## src/rtl/rv_buf_n.sv

```systemverilog
// rtl/rv_buf_n.sv - valid/ready elastic buffer, DEPTH entries, fully registered handshake
//
// Ports:
//   clk          clock, rising edge
//   rst          synchronous active-high reset
//   flush        synchronous discard of all stored words
//   datain       upstream data (WD bits)
//   datain_val   upstream valid
//   datain_rdy   buffer can accept a word (registered)
//   dataout      head-of-buffer data (registered)
//   dataout_val  head word present (registered)
//   dataout_rdy  downstream ready
//   level        stored word count, 0..DEPTH (registered)
//   almost_full  level >= AF_THRESH (registered)
module rv_buf_n #(
  parameter int WD        = 4,
  parameter int DEPTH     = 4,
  parameter int AF_THRESH = 3,
  parameter int LW        = $clog2(DEPTH + 1)
) (
  input  logic          clk,
  input  logic          rst,
  input  logic          flush,
  input  logic [WD-1:0] datain,
  input  logic          datain_val,
  output logic          datain_rdy,
  output logic [WD-1:0] dataout,
  output logic          dataout_val,
  input  logic          dataout_rdy,
  output logic [LW-1:0] level,
  output logic          almost_full
);

  localparam int PW = (DEPTH > 1) ? $clog2(DEPTH) : 1;

  // Every accepted word is written at wr_ptr; rd_ptr tracks the slot that
  // currently sits in the dataout register. The memory copy of the head is
  // redundant but keeps pointer arithmetic uniform.
  logic [WD-1:0] mem [DEPTH];
  logic [PW-1:0] wr_ptr;
  logic [PW-1:0] rd_ptr;
  logic [PW-1:0] rd_ptr_nxt;
  logic          push;
  logic          pop;
  logic [LW-1:0] level_nxt;

  assign rd_ptr_nxt = rd_ptr + 1'b1;

  always_comb begin
    push      = datain_val && datain_rdy;
    pop       = dataout_val && dataout_rdy;
    level_nxt = level;
    case ({push, pop})
      2'b10:   level_nxt = level + 1'b1;
      2'b01:   level_nxt = level - 1'b1;
      default: level_nxt = level;
    endcase
  end

  always_ff @(posedge clk) begin
    if (!rst && !flush && push) begin
      mem[wr_ptr] <= datain;
    end
  end

  always_ff @(posedge clk) begin
    if (rst || flush) begin
      wr_ptr      <= '0;
      rd_ptr      <= '0;
      level       <= '0;
      dataout_val <= 1'b0;
      datain_rdy  <= 1'b1;
      almost_full <= 1'b0;
      dataout     <= '0;
    end else begin
      if (push) wr_ptr <= wr_ptr + 1'b1;
      if (pop)  rd_ptr <= rd_ptr_nxt;
      level       <= level_nxt;
      // Handshake outputs are computed from next level so they come from flops.
      dataout_val <= (level_nxt != '0);
      datain_rdy  <= (level_nxt != LW'(DEPTH));
      almost_full <= (level_nxt >= LW'(AF_THRESH));
      // Head register: load directly from datain when the incoming word becomes
      // the head (empty, or the only word leaves this cycle); otherwise advance
      // to the next stored word, which exists whenever level >= 2.
      if (push && ((level == '0) || (pop && level == LW'(1)))) begin
        dataout <= datain;
      end else if (pop && (level >= LW'(2))) begin
        dataout <= mem[rd_ptr_nxt];
      end
    end
  end

endmodule
```

## config.mk

```make
export PLATFORM = sky130hd
export DESIGN_NAME = rv_buf_n
export DESIGN_NICKNAME = d
export VERILOG_FILES = /design/src/rtl/rv_buf_n.sv
export SDC_FILE = /design/constraint.sdc
export NUM_CORES = 1
export LEC_CHECK = 0
export CAP_MARGIN = 20
export CORE_MARGIN = 2
export CORE_UTILIZATION = 53
export DETAILED_ROUTE_END_ITERATION = 10
export GPL_TIMING_DRIVEN = 1
export PLACE_DENSITY_LB_ADDON = 0.3
export SLEW_MARGIN = 20
export SYNTH_ARGS = -nofsm -noshare
export SYNTH_HDL_FRONTEND = slang
export SYNTH_SLANG_ARGS = --single-unit
```

## constraint.sdc

```tcl
create_clock -name clk -period 2.27 [get_ports clk]
set_input_delay 0.681 -clock clk [delete_from_list [all_inputs] [get_ports clk]]
set_output_delay 0.681 -clock clk [all_outputs]
set_load 0.03 [all_outputs]
```

# [Yosys cells after proc, flatten, opt, wreduce, memory -nomap -nowiden]
# Memory sizes are Yosys's and may differ from the RTL's.
# Index checks and enable logic that the tools add are counted.
[op_classes] addsub=4 order_cmp=2 eq_ne=4 muxes=5 n_reduce_logical=14
[op_table] operator="4-bit 2-to-1 mux" count=2
[op_table] operator="1-bit logical AND" count=7
[op_table] operator="3-bit by 2-bit >= comparator with 1-bit output (second input constant)" count=2
[op_table] operator="3-bit one-hot mux with 2 select lines" count=1
[op_table] operator="2-bit by 1-bit adder with 2-bit output (second input constant)" count=2
[op_table] operator="3-bit by 1-bit adder with 3-bit output (second input constant)" count=1
[op_table] operator="3-bit by 1-bit equality test with 1-bit output (second input constant)" count=1
[op_table] operator="3-bit zero test" count=1
[op_table] operator="3-bit != test (second input constant)" count=1
[op_table] operator="3-bit nonzero test" count=1
[op_table] operator="3-bit by 1-bit subtractor with 3-bit output (second input constant)" count=1
[op_table] operator="2-bit by 1-bit equality test with 1-bit output (second input constant)" count=1
[op_table] operator="2-bit equality test (second input constant)" count=1
[op_table] operator="1-bit zero test" count=2
[op_table] operator="1-bit logical OR" count=2
[op_table] operator="1-bit 2-to-1 mux" count=2
[op_table] operator="2-bit nonzero test" count=1
[word_totals] regBits=14 ram_bits=16 inputBits=9 out_inout_bits=10 memories=1
[mem_list] name="mem" depth=4 word_bits=4 rd=1 rd_ports_with_merged_regs=0 wr=1 line="39" rtl="logic [WD-1:0] mem [DEPTH];"

# [Depth between registers and ports, before layout]
# Gate-level depths: netlist of run 1.
[logic_depth] word_depth=5 mapped_depth=8

# [Least setup slack after synthesis of run 1]
# No wires, ideal clock.
[synth_path] path_type="input to register" startpoint="in dataout_rdy" endpoint="reg dataout_val" setup_time_ns=0.136 arrival_ns=1.663 required_time_ns=2.134 slack_ns=0.472 stages=7 n_path_buf=0 cell_sequence="nand2_1 > inv_1 > ha_1 > and2_1 > a21oi_1 > nand2b_1 > o211ai_1"
[synth_between] elab_chain_len=4 word_cells_on_any_way=5 classes_between="2 x eq/ne; 1 x mux; 2 x reduce/logical"
[synth_lines] element="from (decl)" line="29" rtl="input logic dataout_rdy,"
[synth_lines] element="1-bit logical AND (*)" line="51" rtl="pop = dataout_val && dataout_rdy;"
[synth_lines] element="net pop" line="44" rtl="logic pop;"
[synth_lines] element="2-bit by 1-bit equality test with 1-bit output / 2-bit equality test (equally long branches)" line="53" rtl="case ({push, pop})"
[synth_lines] element="3-bit one-hot mux with 2 select lines (*)" line="53"
[synth_lines] element="3-bit nonzero test (*)" line="80" rtl="dataout_val <= (level_nxt != '0);"
[synth_lines] element="to (signal assigned)" line="80"
[synth_lines] element="to (decl)" line="28" rtl="output logic dataout_val,"
# Mark *: on every way through the listed nets, which the timed path passes. The rest lies on a longest branch.
# A chain may end at the register's enable or synchronous reset.

# [Worst setup path in the final report of run 1]
[layout_path] startpoint="reg level[2]" endpoint="out level[2]"
[layout_rtl] element="from (decl)" line="30" rtl="output logic [LW-1:0] level,"
[layout_rtl] element="from (signal assigned)" line="78" rtl="level <= level_nxt;"
# No word-level cell between the ends.

==> impl_metrics.toml, run 1 <==
[timing]
final.period_utilization_pct = 98.1
layout_setup_ws_ns = 0.0427
clock_skew_ns = 0.0108
final-max-slew-violation-count = 0
worst_slew_pin_slew_ns = 0.438
tns_ns = 0
minimum_clock_period_ns = 2.23
grt_setup_unrepaired = "no"
timing.final.setup_violations = 0
maxClockFrequency_mhz = 449
timing.slew.headroom_pct = 70.7
finalHoldViolations = 0

[synthesis]
synth.largest_area_cell = "sky130_fd_sc_hd__edfxtp_1"
synth_cell_type_count = 26
ys_seq_area_share_pct = 55.5
synth_top_cells_by_area = "sky130_fd_sc_hd__edfxtp_1 (35%), sky130_fd_sc_hd__dfxtp_1 (20%), sky130_fd_sc_hd__ha_1 (10%), sky130_fd_sc_hd__mux4_2 (6.6%), sky130_fd_sc_hd__mux2i_1 (3.7%)"
syn_nets = 128
yosysWarnings = 0
synth_cells = 108
synth_enable_flop_cells = 16
yosys.area.top_type_share_pct = 35.1
synthesis_stage_register_bit_count = 30
ys.flop_type = "sky130_fd_sc_hd__edfxtp_1"
synth.avg_cell_area_sq_um = 12.7
synth_area_sq_mm = 0.00137
postSynth.asyncResetShare_pct = 0

[floorplan]
pin_count = 19
floorplan.die.height_um = 54.8
die-width_um = 54.8
core_area_sq_mm = 0.00245
initial_cell_density_of_the_core_pct = 55.8
rows = 18
floorplan.die_area_sq_mm = 0.00301

[hold_path]
hp-class = "reg -> reg"
holdCritStartpoint = "wr_ptr[1]"

[clock_tree]
cts_root_buf = "sky130_fd_sc_hd__clkbuf_4"
clock_tree_from_tritoncts = "yes"
clock_sink_total = 30
htree_num_levels = 2
cts-root-to-sink-buffers = 2
clkLatencyLatePin_ns = 0.33
path_clk_slew_ns = 0.10
cts_inserted_buffers = 5

[route]
total_vias_in_the_final_route = 887
wl_mm = 2.52
drc = 0
number_of_search_and_repair_iterations_in_the_first_detailed_routing_pass = 4
vias_per_cell = 5.28
antenna_violating_nets_post_route = 0
routedWlPerCell_um = 15.0
drt_first_iter_violations = 27

[setup_path]
critical_path.top_delay_family = "buffers and inverters"
rr_startpoint = "level[1]"
worst_ep_required_time_ns = 1.59
critPathBufInv = 1
endpoint_kind = "output pin"
worstSetupStartpoint = "level[2]"
worst-path-max-fanout = 5
critPathArrivalTime_ns = 1.55
startpoint_type = "register"
setup.worst_path.class = "reg -> out"
critical_path.max_stage_delay_ns = 0.73
worstPathCellList = "clkdlybuf4s50_1"
timing.critical_path.slowest_stage_cell = "sky130_fd_sc_hd__clkdlybuf4s50_1"

[global_route]
first_global_vias = 843
initial_antenna_violation_count = 0
grt.total_usage_pct = 20.0
grt_max_degree = 10
grt_pass1_wl_mm = 3.94
overflow = 0

[placement]
hpwl_mm = 1.83
placement.io_buffers = 18
place.gp.congestion = 0.776
detailed_place.area_sq_mm = 0.00161
post-place-ws_ns = -0.100
place.detailed.instances = 160

[power]
p_switching_w = 0.000232
cellLeakagePower_nw = 0.691
portion_of_total_power_attributed_to_sequential_cells_pct = 53.8
p_int_w = 0.000859
power.clock.fraction_pct = 37.5
combinationalPowerShare_pct = 8.7
power.density_mw_per_mm2 = 645
power.share.switching_pct = 21.3
irDropWorstVdd_mv = 0.713

[final_layout]
layout-drive-gt1-share_pct = 14.5
post-route-cell-area_sq_mm = 0.00169
final_cells = 168
syn2layout_area_growth_pct = 23.5
layout.core_utilization_pct = 68.9
num-nets-final = 157
diodes = 0

[outcome]
outcome = "complete, no violations"

[flow_run]
count_of_maximum_capacitance_violations = 0
==> worst paths after layout <==
| kind | to | slack, ns | depth (start not counted) |
|---|---|---|---|
| worst max-delay path | level[2] | 0.04 | 1 |
| worst min-delay path | wr_ptr[1] | 0.51 | 2 |
| worst max register to register | dataout_val | 0.59 | 6 |
| worst min register to register | wr_ptr[1] | 0.51 | 2 |
==> routing by layer <==
| layer | GRT usage (%) | part of all wire [%] | vias up |
|---|---|---|---|
| met2 | 31.0 | 49 | 21 |
| met1 | 25.1 | 45 | 416 |
| met4 | 7.50 | 1.5 | 0 |
| met3 | 7.65 | 4.3 | 5 |
| li1 | - | - | 445 |
| met5 | 0 | 0 | - |
==> cell families (layout without fill, tap and decap cells) <==
family	count (synthesis)	count (layout)	share of synthesized area (%)
muxes	9	9	10.2
DFF	30	30	55.5
buffers and inverters	12	42	4.38
AOI/OAI and AO/OA	18	18	8.86
adders and majority gates	11	11	10.0
and+or+nand+nor	25	25	9.04
xor gates and xnor gates	3	3	1.92
==> power by group through the flow <==
stage	logic, W	clock network, W	registers, W
after global routing	0.000105	0.000440	0.000589
final	0.0000946	0.000410	0.000587
after floorplan	0.0000393	0	0.000609
after global placement	0.0000920	0	0.000599
after CTS	0.0000946	0.000414	0.000587
after detailed placement	0.0000940	0	0.000600
==> Yosys cell counts, types with 2 or more instances <==
| master | n |
|---|---|
| sky130_fd_sc_hd__nor2_1 | 8 |
| sky130_fd_sc_hd__xor2_1 | 2 |
| sky130_fd_sc_hd__o21ai_1 | 6 |
| sky130_fd_sc_hd__mux2i_1 | 5 |
| sky130_fd_sc_hd__a21oi_1 | 7 |
| sky130_fd_sc_hd__or2_1 | 2 |
| sky130_fd_sc_hd__nand3_1 | 2 |
| sky130_fd_sc_hd__mux4_2 | 4 |
| sky130_fd_sc_hd__edfxtp_1 | 16 |
| sky130_fd_sc_hd__inv_2 | 2 |
| sky130_fd_sc_hd__and3_1 | 4 |
| sky130_fd_sc_hd__nand2_1 | 4 |
| sky130_fd_sc_hd__buf_6 | 2 |
| sky130_fd_sc_hd__nand2b_1 | 3 |
| sky130_fd_sc_hd__dfxtp_1 | 14 |
| sky130_fd_sc_hd__ha_1 | 11 |
| sky130_fd_sc_hd__inv_1 | 7 |
==> metrics by stage <==
stage               hold WS (ns)  power, W
floorplan                  0.469  0.000648
global placement           0.495  0.000691
detailed placement         0.504  0.000694
CTS                        0.518   0.00110
global route               0.536   0.00113
finish                     0.512   0.00109
==> layout make-up <==
cell class / instances / area, sq um
Fill cell: 178 / 763
Sequential cell: 30 / 761
Multi-Input combinational cell: 66 / 549
Timing Repair Buffer: 25 / 235
Clock buffer: 7 / 45.0
Tap cell: 30 / 37.5
Inverter: 9 / 33.8
Clock inverter: 1 / 30.0
==> repair_timing <==
item	4_1_cts	5_1_grt
setup buffers	0	0
endpoints found under the setup margin	0	1
hold buffers	0	0
resized for setup	0	1
==> cells in the final DEF (no fill, tap or decap) <==
master	n
sky130_fd_sc_hd__edfxtp_1	16
sky130_fd_sc_hd__a41oi_1	1
sky130_fd_sc_hd__and2_1	1
sky130_fd_sc_hd__or2_1	2
sky130_fd_sc_hd__dlymetal6s2s_1	1
sky130_fd_sc_hd__clkbuf_1	2
sky130_fd_sc_hd__o21ai_1	6
sky130_fd_sc_hd__mux2i_1	5
sky130_fd_sc_hd__bufinv_16	1
sky130_fd_sc_hd__nor2_1	8
sky130_fd_sc_hd__a31oi_1	1
sky130_fd_sc_hd__a21oi_1	7
sky130_fd_sc_hd__inv_2	2
sky130_fd_sc_hd__nand2b_1	3
sky130_fd_sc_hd__o311ai_4	1
sky130_fd_sc_hd__xnor2_1	1
sky130_fd_sc_hd__and3_1	4
sky130_fd_sc_hd__clkdlybuf4s50_1	17
sky130_fd_sc_hd__nand2_1	4
sky130_fd_sc_hd__xor2_1	2
sky130_fd_sc_hd__buf_4	7
sky130_fd_sc_hd__a22oi_1	1
sky130_fd_sc_hd__clkbuf_4	5
sky130_fd_sc_hd__or3_1	1
sky130_fd_sc_hd__o211ai_1	1
sky130_fd_sc_hd__inv_1	7
sky130_fd_sc_hd__ha_1	11
sky130_fd_sc_hd__dfxtp_1	14
sky130_fd_sc_hd__nand3_1	2
sky130_fd_sc_hd__mux4_2	4
==> sequential cells by signal, indices dropped and copies added (netlist names) <==
| name | flops |
|---|---|
| almost_full | 1 |
| dataout_val | 1 |
| dataout | 4 |
| rd_ptr | 2 |
| wr_ptr | 2 |
| datain_rdy | 1 |
| level | 3 |
| mem | 16 |
Note: power is estimated with default switching activity, not from simulation.
==> inputs of run 2 (changes only) <==
CTS_CLUSTER_SIZE = 10   (was not set)
==> results of run 2 <==
The final DEF is identical to that of run 1; final timing and power are the same.
==> inputs of run 3 (changes only) <==
SLEW_MARGIN = not set   (was 20)
==> results of run 3 <==
The final DEF is identical to that of run 1; final timing and power are the same.
